[src/rtl/inst_fetch_unit_pkg.sv]
// Shared fetch-stage types and constants: address/instruction widths, reset PC
// and the fetch FSM state encoding.
package inst_fetch_unit_pkg;

    localparam int unsigned ADDR_WIDTH = 64;
    localparam int unsigned INST_WIDTH = 32;
    localparam int unsigned INST_BYTES = 4;

    localparam logic [ADDR_WIDTH-1:0] PC_RESET_VALUE = 64'h0000_0000_8000_0000;

    typedef enum logic [2:0] {
        FETCH_IDLE,
        FETCH_REQ,
        FETCH_WAIT,
        FETCH_DROP,
        FETCH_HOLD
    } fetch_state_enum;

    // Instruction addresses are word aligned; low two bits are forced to zero.
    function automatic logic [ADDR_WIDTH-1:0] align_pc(input logic [ADDR_WIDTH-1:0] addr);
        return {addr[ADDR_WIDTH-1:2], 2'b00};
    endfunction

endpackage

[src/rtl/inst_fetch_unit.sv]
// Fetch stage: owns the PC, issues one outstanding instruction request at a time,
// holds the returned instruction until consumed, and applies redirects.
module inst_fetch_unit
    import inst_fetch_unit_pkg::*;
#(
    parameter logic [ADDR_WIDTH-1:0] PC_RESET = PC_RESET_VALUE
) (
    input  logic                  clk,
    input  logic                  rst,
    output logic                  imem_req_valid,
    output logic [ADDR_WIDTH-1:0] imem_req_addr,
    input  logic                  imem_req_ready,
    input  logic                  imem_resp_valid,
    input  logic [INST_WIDTH-1:0] imem_resp_data,
    output logic                  inst_valid,
    output logic [INST_WIDTH-1:0] inst,
    output logic [ADDR_WIDTH-1:0] inst_pc,
    input  logic                  inst_ready,
    input  logic                  redirect_valid,
    input  logic [ADDR_WIDTH-1:0] redirect_pc
);

    fetch_state_enum       state;
    fetch_state_enum       state_nxt;
    logic [ADDR_WIDTH-1:0] pc;
    logic [ADDR_WIDTH-1:0] pc_nxt;
    logic [ADDR_WIDTH-1:0] redirect_tgt;
    logic                  handshake;
    logic                  capture;

    assign handshake    = imem_req_valid & imem_req_ready;
    assign redirect_tgt = align_pc(redirect_pc);

    // Next state / next PC; a redirect outside IDLE always retargets the PC.
    always_comb begin
        state_nxt = state;
        pc_nxt    = pc;
        capture   = 1'b0;
        if (redirect_valid && (state != FETCH_IDLE)) begin
            pc_nxt = redirect_tgt;
        end
        case (state)
            FETCH_IDLE: state_nxt = FETCH_REQ;
            FETCH_REQ: begin
                if (handshake) begin
                    state_nxt = redirect_valid ? FETCH_DROP : FETCH_WAIT;
                end
            end
            FETCH_WAIT: begin
                if (redirect_valid) begin
                    state_nxt = imem_resp_valid ? FETCH_REQ : FETCH_DROP;
                end else if (imem_resp_valid) begin
                    capture   = 1'b1;
                    state_nxt = FETCH_HOLD;
                end
            end
            FETCH_DROP: begin
                if (imem_resp_valid) begin
                    state_nxt = FETCH_REQ;
                end
            end
            FETCH_HOLD: begin
                if (redirect_valid) begin
                    state_nxt = FETCH_REQ;
                end else if (inst_valid && inst_ready) begin
                    pc_nxt    = pc + ADDR_WIDTH'(INST_BYTES);
                    state_nxt = FETCH_REQ;
                end
            end
            default: state_nxt = FETCH_IDLE;
        endcase
    end

    // Outputs are registered from the next-state view so they line up with state.
    always_ff @(posedge clk or posedge rst) begin
        if (rst) begin
            state          <= FETCH_IDLE;
            pc             <= PC_RESET;
            imem_req_valid <= 1'b0;
            imem_req_addr  <= '0;
            inst_valid     <= 1'b0;
            inst           <= '0;
            inst_pc        <= '0;
        end else begin
            state          <= state_nxt;
            pc             <= pc_nxt;
            imem_req_valid <= (state_nxt == FETCH_REQ);
            imem_req_addr  <= (state_nxt == FETCH_REQ) ? pc_nxt : '0;
            inst_valid     <= (state_nxt == FETCH_HOLD);
            if (capture) begin
                inst    <= imem_resp_data;
                inst_pc <= pc;
            end
        end
    end

endmodule

[config.mk]
export PLATFORM = sky130hd
export DESIGN_NAME = inst_fetch_unit
export DESIGN_NICKNAME = d
export VERILOG_FILES = /design/src/rtl/inst_fetch_unit_pkg.sv /design/src/rtl/inst_fetch_unit.sv
export SDC_FILE = /design/constraint.sdc
export NUM_CORES = 1
export LEC_CHECK = 0
export CORE_UTILIZATION = 40
export DETAILED_ROUTE_END_ITERATION = 10
export HOLD_SLACK_MARGIN = 0.12
export MAX_ROUTING_LAYER = met4
export PLACE_DENSITY_LB_ADDON = 0.15
export SYNTH_ARGS = -nofsm -noshare
export SYNTH_HDL_FRONTEND = slang
export SYNTH_SLANG_ARGS = --single-unit
[constraint.sdc]
create_clock -name clk -period 10.9 [get_ports clk]
set_input_delay 2.18 -clock clk [delete_from_list [all_inputs] [get_ports clk]]
set_output_delay 2.18 -clock clk [all_outputs]
set_load 0.02 [all_outputs]
==> results of run 1 <==
[report_power, final]
group          internal, mW  leakage, nW  switching (mW)  total (mW)
clock                 0.559        0.436           0.349       0.908
sequential             1.19         2.85           0.246        1.44
combinational         0.754         2.51           0.796        1.55
[kinds of logic (layout without fill, tap and decap cells)]
group | count (synthesis) | in the layout | synth area share
and+or+nand+nor | 338 | 338 | 0.1903
muxes | 107 | 107 | 0.1166
AOI/OAI and AO/OA | 148 | 148 | 0.1007
xor gates and xnor gates | 5 | 5 | 0.004272
other | 0 | 1 | 0
adders and majority gates | 1 | 1 | 0.001221
DFF | 229 | 229 | 0.5592
buffers and inverters | 67 | 330 | 0.02771
[worst max-delay path by stage]
| stage | startpoint | endpoint | slack (ns) | cells past startpoint |
|---|---|---|---|---|
| after CTS | redirect_valid | imem_req_addr[29] | 6.29 | 7 |
| after floorplan | rst | imem_req_addr[0] | 2.45 | 1 |
| after global placement | redirect_valid | imem_req_addr[29] | 5.80 | 7 |
| after detailed placement | redirect_valid | imem_req_addr[29] | 5.75 | 7 |
| after global routing | redirect_valid | imem_req_addr[29] | 6.07 | 7 |
| final | redirect_valid | imem_req_addr[29] | 6.20 | 7 |
[layout make-up]
type                    instances  area [sq um]
diodes                          1         2.502
clock buffers                  38         767.0
clock inverters                 9         135.1
fillers                      2168         11100
inverters                       8         37.54
multi-input cells             599          4277
flip-flops and latches        229          5732
well taps                     330         412.9
repair buffers                275          2718
[layer usage]
layer / wire [um] / GRT usage / up-vias
met3: 1978 / 0.04545 / 46
li1: - / - / 3872
met4: 605 / 0.05446 / 0
met1: 13970 / 0.3357 / 4222
met5: 0 / - / -
met2: 13760 / 0.3537 / 308
[cell usage after synthesis, drive strengths merged (5+ instances only)]
cell type / number / area share
clkbuf: 38 / 0.014
dfrtp: 228 / 0.56
o21ai: 15 / 0.0073
a31oi: 5 / 0.0031
a311oi: 9 / 0.0077
a2111oi: 9 / 0.0089
inv: 8 / 0.0029
and3: 16 / 0.0098
and4: 11 / 0.0094
nand2: 50 / 0.019
nand4: 36 / 0.024
nor4: 38 / 0.034
o22ai: 22 / 0.013
or3: 9 / 0.0055
mux2i: 8 / 0.0078
a211oi: 29 / 0.021
nand3: 29 / 0.015
and2: 19 / 0.012
a21oi: 30 / 0.015
nor2: 69 / 0.025
buf: 21 / 0.011
xor2: 5 / 0.0043
mux2: 99 / 0.11
nor3: 48 / 0.024
o31ai: 5 / 0.0037
[worst reg2reg max path, cell delays in order, from the launching register on]
cell	delay, ns
dfrtp_1	0.59
or4b_4	0.67
nor2_4	0.12
buf_4	0.46
and3_1	0.49
nor3_1	0.12
a2111oi_0	0.40
[through the flow]
stage                     cell area [sq um]  setup WS (ns)    util  hold slack, ns
after floorplan                       10250          2.445       -          0.4585
after global placement                13180          5.804  0.5233          0.4836
after detailed placement              13180          5.751  0.5233          0.4901
after CTS                             14080          6.291  0.5591          0.5026
after global routing                  14080          6.066  0.5592          0.5208
final                                 14080          6.198  0.5592          0.5036
[registers in the layout, summed over array words and instances (netlist names)]
register	flops
pc	64
inst_valid	1
imem_req_addr	64
state	3
imem_req_valid	1
inst	32
inst_pc	64
==> results.cfg, run 1 <==
[outcome]
status = completed

[layout]
drive_gt1_frac = 0.1667
syn2layout_area_growth_pct = 37.38
mostFrequentLayoutCell = clkdlybuf4s50_1
final_nets = 1242
instances_no_fill = 1489
final_cell_mix = 261 x clkdlybuf4s50_1, 228 x dfrtp_1, 99 x mux2_2, 68 x nor2_1, 49 x nand2_1

[setup_path]
arrival_ns = 5.09
path_buf_inv = 2
startpoint_type = primary input
critPathCaptureType = flop
critical_path_class = primary input to flop
slowest_delay_ns = 0.72
path_delay_family = simple AND/OR/NAND/NOR gates
cp_cell_sequence = clkdlybuf4s50_1 -> or4b_4 -> nor2_4 -> buf_4 -> and3_1 -> nor3_1 -> a2111oi_0
ff2ff_path_depth = 6
reg2reg_to = imem_req_addr[29]
worstPathRequired_ns = 11.29
crit_path_max_fanout = 47
reg2reg_from = state[2]
reg2reg_slack_ns = 7.93
slowest_stage = or4b_4

[power_and_ir_drop]
p_leak_nw = 5.796
power_mw = 3.895
ir_worst_vdd_uv = 191.5
power.density_nw_per_um2 = 276.6

[logic_synthesis]
avgSynthCellArea_sq_um = 11.45
synth_edf_count = 0
synth_ff_type = dfrtp_1
yosysUniqueCellTypes = 64
ys_seq_area_frac = 0.5592
synthCells = 895
netlist_area_sq_um = 10250
syn-num-nets = 998
synthArstFlopShare = 1.000
synth_seq_cells = 229
yosysWarnings = 0

[sta]
fmax_mhz = 212.7
post-route-min-period_ns = 4.702
tightest_slew_ns = 1.120
tns_ns = 0
finalSetupViolations = 0
fin_worst_skew_ns = 0.01748
drv_slew = 0
hold_viol_final = 0
rsz0062_at_grt = no
fin_crit_sh = 0.4313
max_slew_margin = 0.2466

[clock_network]
cts.sinks = 229
cts_root_buf = clkbuf_16
hold_buffers = 0
cts.clk_slew.worst_paths_ns = 0.06
cts_tree = yes
cts_resized = 0
numCtsBuffers = 26
clk_path_buf_depth = 3
clk_latency_ns = 0.54
post_cts_buffers = 0
cts-htree-levels = 1

[global_routing]
grt_overflow = 0
antenna_found_initial = 1
grt_max_degree = 90
grt_pass1_wl_um = 47100
grt_pass1_vias = 8309
grt_util_all_layers = 0.2377

[floorplan]
die_area_sq_um = 26270
die_w_um = 162.1
rows = 58
die_h_um = 162.1
io_pins = 264
start_util = 0.4070
core-area_sq_um = 25180

[routing]
drcViolationCount = 0
drt-initial-drc-count = 560
vias_per_cell = 5.674
vias = 8448
wl_per_cell_um = 20.36
first_pass_iters = 5
ant_nets = 0
routed_wirelength_um = 30310

[place]
dp_hpwl_um = 20320
port_buffers = 261
dp_cells = 1441
routabilityCongestion = 0.8213

[job]
max_cap_violations = 0

[worst_hold_path]
whs_endpoint = inst[2]
worstHoldStart = inst[2]
whs_path_depth = 1
hold_class = flop to flop
Note: power is estimated with default switching activity, not from simulation.
==> run 2, diff against run 1 <==
Clock period 10.9 ns to 4.27 ns, I/O delays scaled along.
==> results.cfg, run 2 (same netlist as run 1, synthesis figures left out) <==
[place]
routabilityCongestion = 0.8292
preCtsSetupSlack_ns = 0.7449
dp_cells = 1454
port_buffers = 261
dp_hpwl_um = 21180

[setup_path]
crit_path_max_fanout = 12
path_buf_inv = 1
arrival_ns = 3.42
path_delay_family = simple AND/OR/NAND/NOR gates
critical_path_class = primary input to flop
slowest_stage = nor4_1
critPathCaptureType = flop
slowest_delay_ns = 0.86
startpoint_type = primary input
cp_cell_sequence = clkdlybuf4s50_1 -> or4b_4 -> nor4_1 -> nand4_1 -> o21ai_0 -> nor3_1
worstPathRequired_ns = 4.63

[layout]
final_cell_mix = 261 x clkdlybuf4s50_1, 228 x dfrtp_1, 99 x mux2_2, 68 x nor2_1, 49 x nand2_1
drive_gt1_frac = 0.1718
mostFrequentLayoutCell = clkdlybuf4s50_1
instances_no_fill = 1501
syn2layout_area_growth_pct = 37.60
largestRegisters = imem_req_addr: 64 flops, inst_pc: 64 flops, pc: 64 flops
final_core_util = 0.5601
final_nets = 1254

[clock_network]
clk_latency_ns = 0.52
cts_tree = yes
cts.clk_slew.worst_paths_ns = 0.06
cts.sinks = 229
cts-htree-levels = 1
cts_resized = 0
post_cts_buffers = 0
numCtsBuffers = 25
cts_root_buf = clkbuf_16
hold_buffers = 0
clk_path_buf_depth = 3

[sta]
finalSetupViolations = 0
fin_worst_skew_ns = 0.008658
rsz0062_at_grt = no
tns_ns = 0
setup_slack_ns = 1.209
post-route-min-period_ns = 3.061
fmax_mhz = 326.6
hold_viol_final = 0
drv_slew = 0
tightest_slew_ns = 1.077
max_slew_margin = 0.2753
fin_crit_sh = 0.7170

[routing]
ant_nets = 0
vias = 8432
routed_wirelength_um = 30180
first_pass_iters = 7
drcViolationCount = 0
vias_per_cell = 5.618
drt-initial-drc-count = 651
wl_per_cell_um = 20.11

[floorplan]
core-area_sq_um = 25180
die_w_um = 162.1
start_util = 0.4070
rows = 58
io_pins = 264
die_area_sq_um = 26270
die_h_um = 162.1

[power_and_ir_drop]
power.density_nw_per_um2 = 686.1
p_leak_nw = 5.813
power_mw = 9.677
ir_worst_vdd_uv = 383.4

[global_routing]
grt_pass1_vias = 8210
grt_max_degree = 90
grt_pass1_wl_um = 46860
grt_overflow = 0
grt_util_all_layers = 0.2363
antenna_found_initial = 1

[outcome]
status = completed

[worst_hold_path]
hold_class = flop to flop

[job]
max_cap_violations = 0
-- run 2: changes by cell type in the layout (fill, tap and decap cells not counted), sizes merged --
cell / change
buf: +13
bufinv: -3
clkbuf: +2
clkinv: +1
inv: -1
-- run 2: path summary, 6_finish.rpt --
check                               start                end  slack (ns)  cells past startpoint
setup / recovery           redirect_valid  imem_req_addr[25]        1.21                      6
hold / removal                inst_pc[44]        inst_pc[44]        0.50                      1
setup reg to reg                   pc[34]  imem_req_addr[61]        1.49                      5
hold reg to reg               inst_pc[44]        inst_pc[44]        0.50                      1
max in group asynchronous             rst  imem_req_addr[14]        2.49                      3
min in group asynchronous             rst  imem_req_addr[40]        0.89                      2
-- run 2: per-layer routing --
layer  vias up  share of wire  track usage
met5         -              0            -
met4         0          0.015      0.05446
met3        29          0.072      0.04980
met2       326           0.46       0.3533
met1      4178           0.45       0.3289
li1       3899              -            -
-- run 2: cell type report --
cell class,instances,area [sq um]
Fill cell,2188,11080
Sequential cell,229,5732
Multi-Input combinational cell,599,4277
Timing Repair Buffer,288,2878
Clock buffer,40,732.0
Tap cell,330,412.9
Clock inverter,6,36.28
Inverter,8,33.78
Antenna cell,1,2.502
-- run 2: metrics by stage --
step | hold slack (ns) | instance area (sq um)
after floorplan | 0.4585 | 10250
after global placement | 0.4850 | 13330
after detailed placement | 0.4862 | 13330
after CTS | 0.5048 | 14100
after global routing | 0.5154 | 14100
final | 0.5024 | 14100
-- run 2: report_power, final --
group          internal (mW)  switching (mW)
Combinational           1.94            2.03
Sequential              3.04           0.628
Clock                   1.17           0.867
Total                   6.15            3.52
==> edit 1: new RTL, flow settings as in run 1 <==
Change the package constant `INST_WIDTH` from 32 to 48.
--- a/src/rtl/inst_fetch_unit_pkg.sv
+++ b/src/rtl/inst_fetch_unit_pkg.sv
@@ -5,3 +5,3 @@
     localparam int unsigned ADDR_WIDTH = 64;
-    localparam int unsigned INST_WIDTH = 32;
+    localparam int unsigned INST_WIDTH = 48;
     localparam int unsigned INST_BYTES = 4;
Ports: changed (resized imem_resp_data and inst); port bits go from 264 to 296. No check against the original RTL was run, so the function may have changed too.
==> edit 1 against run 1 <==
  * The run now ends with design-rule violations left
  * Utilization is 0.53 points higher
  * Register-to-register slack worse by 260 ps
  * Design area is 5.0% higher
  * Highest routed layer unchanged
  * Clock skew is 2.6 ps higher
  * Non-clock buffer count is 29 higher
  * Sequential share of layout area is 0.75 points higher
  * Via count is 2.1% higher
  * Total power is 5.7% higher
  * Worst setup slack worse by 200 ps
  * Wire length is 5.4% higher
  * Synthesized area is 4.6% higher
  * Sequential cell count is 16 higher
==> edit 1: results (changes against run 1) <==
The flow ran to the end, but the final reports show violations. The checks that failed: design-rule violations. The fraction of final layout cells with drive strength greater than 1 is 15.8% (-0.82 points), and the largest driver fanout on the critical path is 8 (-83%).

The tools report the detailed-route DRC error count as 22 (+22). Endpoint of the worst-slack reg-to-reg timing path: imem_req_addr[38]. The internal cell power is 2.64 mW (+5.5%), and the setup skew after layout is 20.1 ps (+2.58 ps). For the number of nets in the layout, the log shows 1337 (+7.6%). The number of unique standard cell types used by synthesis is 75 (+17%), and the sum of routed wire length over all layers is 31.9 mm (+5.4%).

The sum of net half-perimeters after detailed placement came out at 22.0 mm (+8.2%). The run gives 49.9 mm (+5.9%) as the wire length of the first global-routing pass. The number of buffers created by CTS was 28 (+7.7%); the starting DRC count in detailed routing was 763 (+36%). By count the netlist is led by 244 x dfrtp_1, 116 x mux2_2, 84 x nor2_1.

The register-to-register path setup slack is 7670 ps (-260 ps), and the count of port buffers added during placement is 293 (+12%). The sequential-to-total area share from yosys stat is 57.2% (+1.3 points), and the number of global-route vias before repair is 8547 (+2.9%). Peak supply drop: 164 µV (-14%). The total number of vias is 8622 (+2.1%). The filler cell count is 2263 (+4.4%). The worst hold path terminates at inst[27]. The logs give 5330 ps (+240 ps) for the arrival time of data at the critical path endpoint and 6.15 nW (+6.1%) for the static power due to leakage.

For the area of placed instances, the log shows 13900 µm² (+5.5%). Detailed-routing iteration count for the pre-antenna-repair pass: 8 (+3). In the post-synthesis netlist, the biggest area contributors are dfrtp_1 57%, mux2_2 12%, nor2_1 2.9%. The minimum setup slack after placement was 5530 ps (-226 ps); the headroom to the max-slew limit was 33.7% (+9.1 points). Number of nets in the synthesized netlist: 1059 (+6.1%). In this run the critical register-to-register path is launched from state[1]. For the overall routing resource usage, the log shows 23.9% (+0.17 points).
-- edit 1: cell count changes after synthesis, moves of 10 or more --
| cell | delta |
|---|---|
| a211oi_1 | -12 |
| and2_1 | +17 |
| dfrtp_1 | +16 |
| mux2_2 | +17 |
| nand4_1 | -15 |
| nor2_1 | +15 |
| nor3_1 | +11 |
| nor4_1 | -12 |
| o21ai_0 | +10 |
-- edit 1: power groups by stage --
stage          logic (mW)  registers, mW  clock network [mW]
3_3_place_gp         1.67           1.54                   0
4_1_cts              1.69           1.53               0.931
3_5_place_dp         1.68           1.54                   0
6_report             1.67           1.53               0.911
5_1_grt              1.77           1.59               0.969
2_1_floorplan       0.486           1.86                   0
-- edit 1: worst max-delay path by stage --
| stage | from | to | slack, ps | cells after the start |
|---|---|---|---|---|
| final | redirect_valid | imem_req_addr[38] | 5990 | 7 |
| after floorplan | rst | imem_req_addr[0] | 1990 | 1 |
| after global routing | redirect_valid | imem_req_addr[38] | 5860 | 7 |
| after detailed placement | redirect_valid | imem_req_addr[62] | 5530 | 9 |
| after CTS | redirect_valid | imem_req_addr[62] | 6090 | 9 |
| after global placement | redirect_valid | imem_req_addr[62] | 5540 | 9 |
-- edit 1: routing by layer --
layer	wire (µm)	GRT usage (%)	share of wire [%]	vias to the layer above
met2	14500	36.3	45	333
met4	560	5.81	1.8	0
met3	2320	4.23	7.3	42
met1	14500	33.4	45	4254
li1	-	-	-	3993
met5	0	-	0	-
-- edit 1: worst max-delay path, cell delays in order --
cell	delay, ps
clkdlybuf4s50_1	580
nor4b_2	600
nand4_1	350
nor4_1	800
nand2_1	250
o21ai_0	250
nor3b_1	320
-- edit 1: final cells by class --
| cell class | instances | area, µm² | share of cell area [%] |
|---|---|---|---|
| clock buffer | 39 | 762 | 5.15 |
| multi-input combinational | 626 | 4280 | 28.9 |
| inverter | 13 | 56.3 | 0.381 |
| antenna | 1 | 2.50 | 0.0169 |
| sequential | 245 | 6130 | 41.5 |
| tap | 335 | 419 | 2.83 |
| clock inverter | 10 | 123 | 0.829 |
| timing repair buffer | 304 | 3020 | 20.4 |
-- edit 1: cell families (layout without fill, tap and decap cells) --
group,Yosys count,after routing,share of synthesized area (%)
xor+xnor,6,6,0.490
buf+inv,69,366,3.15
other cells,0,1,0
fa+ha+maj,1,1,0.117
flops,245,245,57.2
compound gates,141,141,9.08
simple gates,358,358,17.4
mux,120,120,12.6
-- edit 1: stage by stage --
stage               cells  hold slack, ps
floorplan             940             462
global placement     1523             484
detailed placement   1523             495
CTS                  1572             507
global route         1573             521
finish               1573             502
==> edit 2: new RTL, settings of run 1 <==
Without the edit above. Reset style: synchronous (`rst`), changed in one clocked block.
--- a/src/rtl/inst_fetch_unit.sv
+++ b/src/rtl/inst_fetch_unit.sv
@@ -74,3 +74,3 @@
     // Outputs are registered from the next-state view so they line up with state.
-    always_ff @(posedge clk or posedge rst) begin
+    always_ff @(posedge clk) begin
         if (rst) begin
Behaviour: differs if rst is asserted again (counterexample within 4 cycles, from zero or initial values and one cycle with rst high); with rst held inactive, the same outputs for 4 cycles.
==> edit 2 against run 1 <==
  * Wire length decreased by 1.5%
  * Worst setup slack improved by 30 ps
  * Synthesized area decreased by 8.4%
  * Design area decreased by 7.8%
  * Final cell count increased by 14%
  * Sequential cell count unchanged
  * Utilization increased by 0.91 points
  * Critical path depth unchanged
  * Synthesized cell count increased by 30%
Power is not compared: it rests on default switching activity, and its combinational part moved more than twofold at a synthesized area within 25%.
==> edit 2: results (changes against run 1) <==
The run finished with clean final reports. The run gives 0 (-1) as the number of diodes. Starting DRC count in detailed routing: 558 (-0.36%). The tightest hold margin was 451 ps (-52.3 ps).

The number of setup buffers added after CTS came out at 0 (unchanged). The tools report the sequential-to-total area share from yosys stat as 48.8% (-7.1 points). The post-route met1 wirelength came out at 13.0 mm (-6.6%).

In this run the critical register-to-register path is launched from pc[19]. The routed wire length on met2 came out at 14.1 mm (+2.5%). The count of inverters other than clock inverters in the layout is 5 (-3), and the vias per cell is 5.39 (-5.0%). The tools report the maximum number of pins on one net before global-route repair as 99 (+10%). Worst hold path startpoint: inst_pc[47].

The wire length of the first global-routing pass is 47.2 mm (+0.29%). The clock network area share came out at 6.73% (+0.32 points). Number of ordinary and repair buffers in the finished layout: 270 (-1.8%). The arrival time of data at the critical path endpoint came out at 5040 ps (-50 ps). The total number of vias was 9153 (+8.3%).

The area of the core is 22800 µm² (-9.3%). Number of multi-input combinational cells: 836 (+40%). The fraction of synthesis flops using an asynchronous set or reset pin works out to 0% (-100 points). By area the synthesized netlist is led by dfxtp_1 49%, nand2_1 10%, a21oi_1 6.3%.

The tools report the number of buffers created by CTS as 25 (-3.8%). The number of unique standard cell types used by synthesis was 69 (+7.8%); the placer's final routability congestion estimate was 0.884 (+7.6%). The multi-input logic portion of the cell area was 34.2% (+3.8 points).

The sum of routed wire length over all layers came out at 29.9 mm (-1.5%). In the synthesized netlist, the cells that appear most often are 259 x nand2_1, 229 x dfxtp_1, 126 x nor2_1. The post-synthesis share of cell area spent on full adders, half adders and majority gates works out to 0.133% (+0.011 points).

The number of nets in the synthesized netlist was 1265 (+27%). The data-path buffer share of cell area in the final layout is 20.6% (+1.3 points). The share of the synthesized area in compound gates (AO/OA/AOI/OAI) came out at 16.2% (+6.1 points). The endpoint of the worst-slack reg-to-reg timing path was pc[54]. Count of mapped cells out of synthesis: 1162 (+30%). The worst-margin pin slew is 1080 ps (-42.4 ps), and the minimum setup slack after placement is 5760 ps (+7.60 ps).

The total placed cells including tap cells was 1653 (+15%). The path class of the tightest hold or removal check is reg2reg. Across the VDD grid, the largest voltage drop is 103 µV. Number of global-route vias before repair: 8738 (+5.2%). The logs give 1.94 mm (-2.0%) for the wire length on met3 and 19.2 mm (-5.5%) for the sum of net half-perimeters after detailed placement. The tools report the worst hold endpoint as inst_pc[47].

Multiplexer share of the synthesized area: 1.07% (-11 points). The run gives 25.1% (+1.3 points) as the overall routing resource usage. Setup skew after layout: 10.1 ps (-7.37 ps). The number of antenna violations at the first check in global routing was 0 (-1). The cell depth of the worst min-delay path was 2 (+1); the filler cell count was 2122 (-2.1%). The number of nets in the layout was 1470 (+18%).
[edit 2: cell types whose count changed after synthesis, moves of 29 or more]
cell,before,now
dfrtp_1,228,0
nor2_1,69,126
mux2_2,99,0
clkbuf_1,38,67
nand2_1,49,259
a21oi_1,30,119
dfxtp_1,0,229
[edit 2: worst max-delay path by stage]
stage | slack [ps] | end | start | cells after the start
after floorplan | 7090 | pc[7] | redirect_valid | 8
after global placement | 5800 | imem_req_addr[38] | redirect_valid | 7
after detailed placement | 5760 | imem_req_addr[38] | redirect_valid | 7
after CTS | 6300 | pc[14] | redirect_valid | 7
after global routing | 6130 | pc[14] | redirect_valid | 7
final | 6230 | pc[14] | redirect_valid | 7
[edit 2: routing by layer]
metal	global-route usage (%)	vias to the layer above
li1	-	4489
met1	32.4	4264
met2	40.3	346
met3	4.21	54
met4	7.61	0
met5	-	-
[edit 2: critical path, stage by stage]
cell and delay [ps]:
clkdlybuf4s50_1 550, nand4b_2 520, or2_2 430, nand2_1 620, o21ai_0 260, a221oi_1 410, nor2_1 70
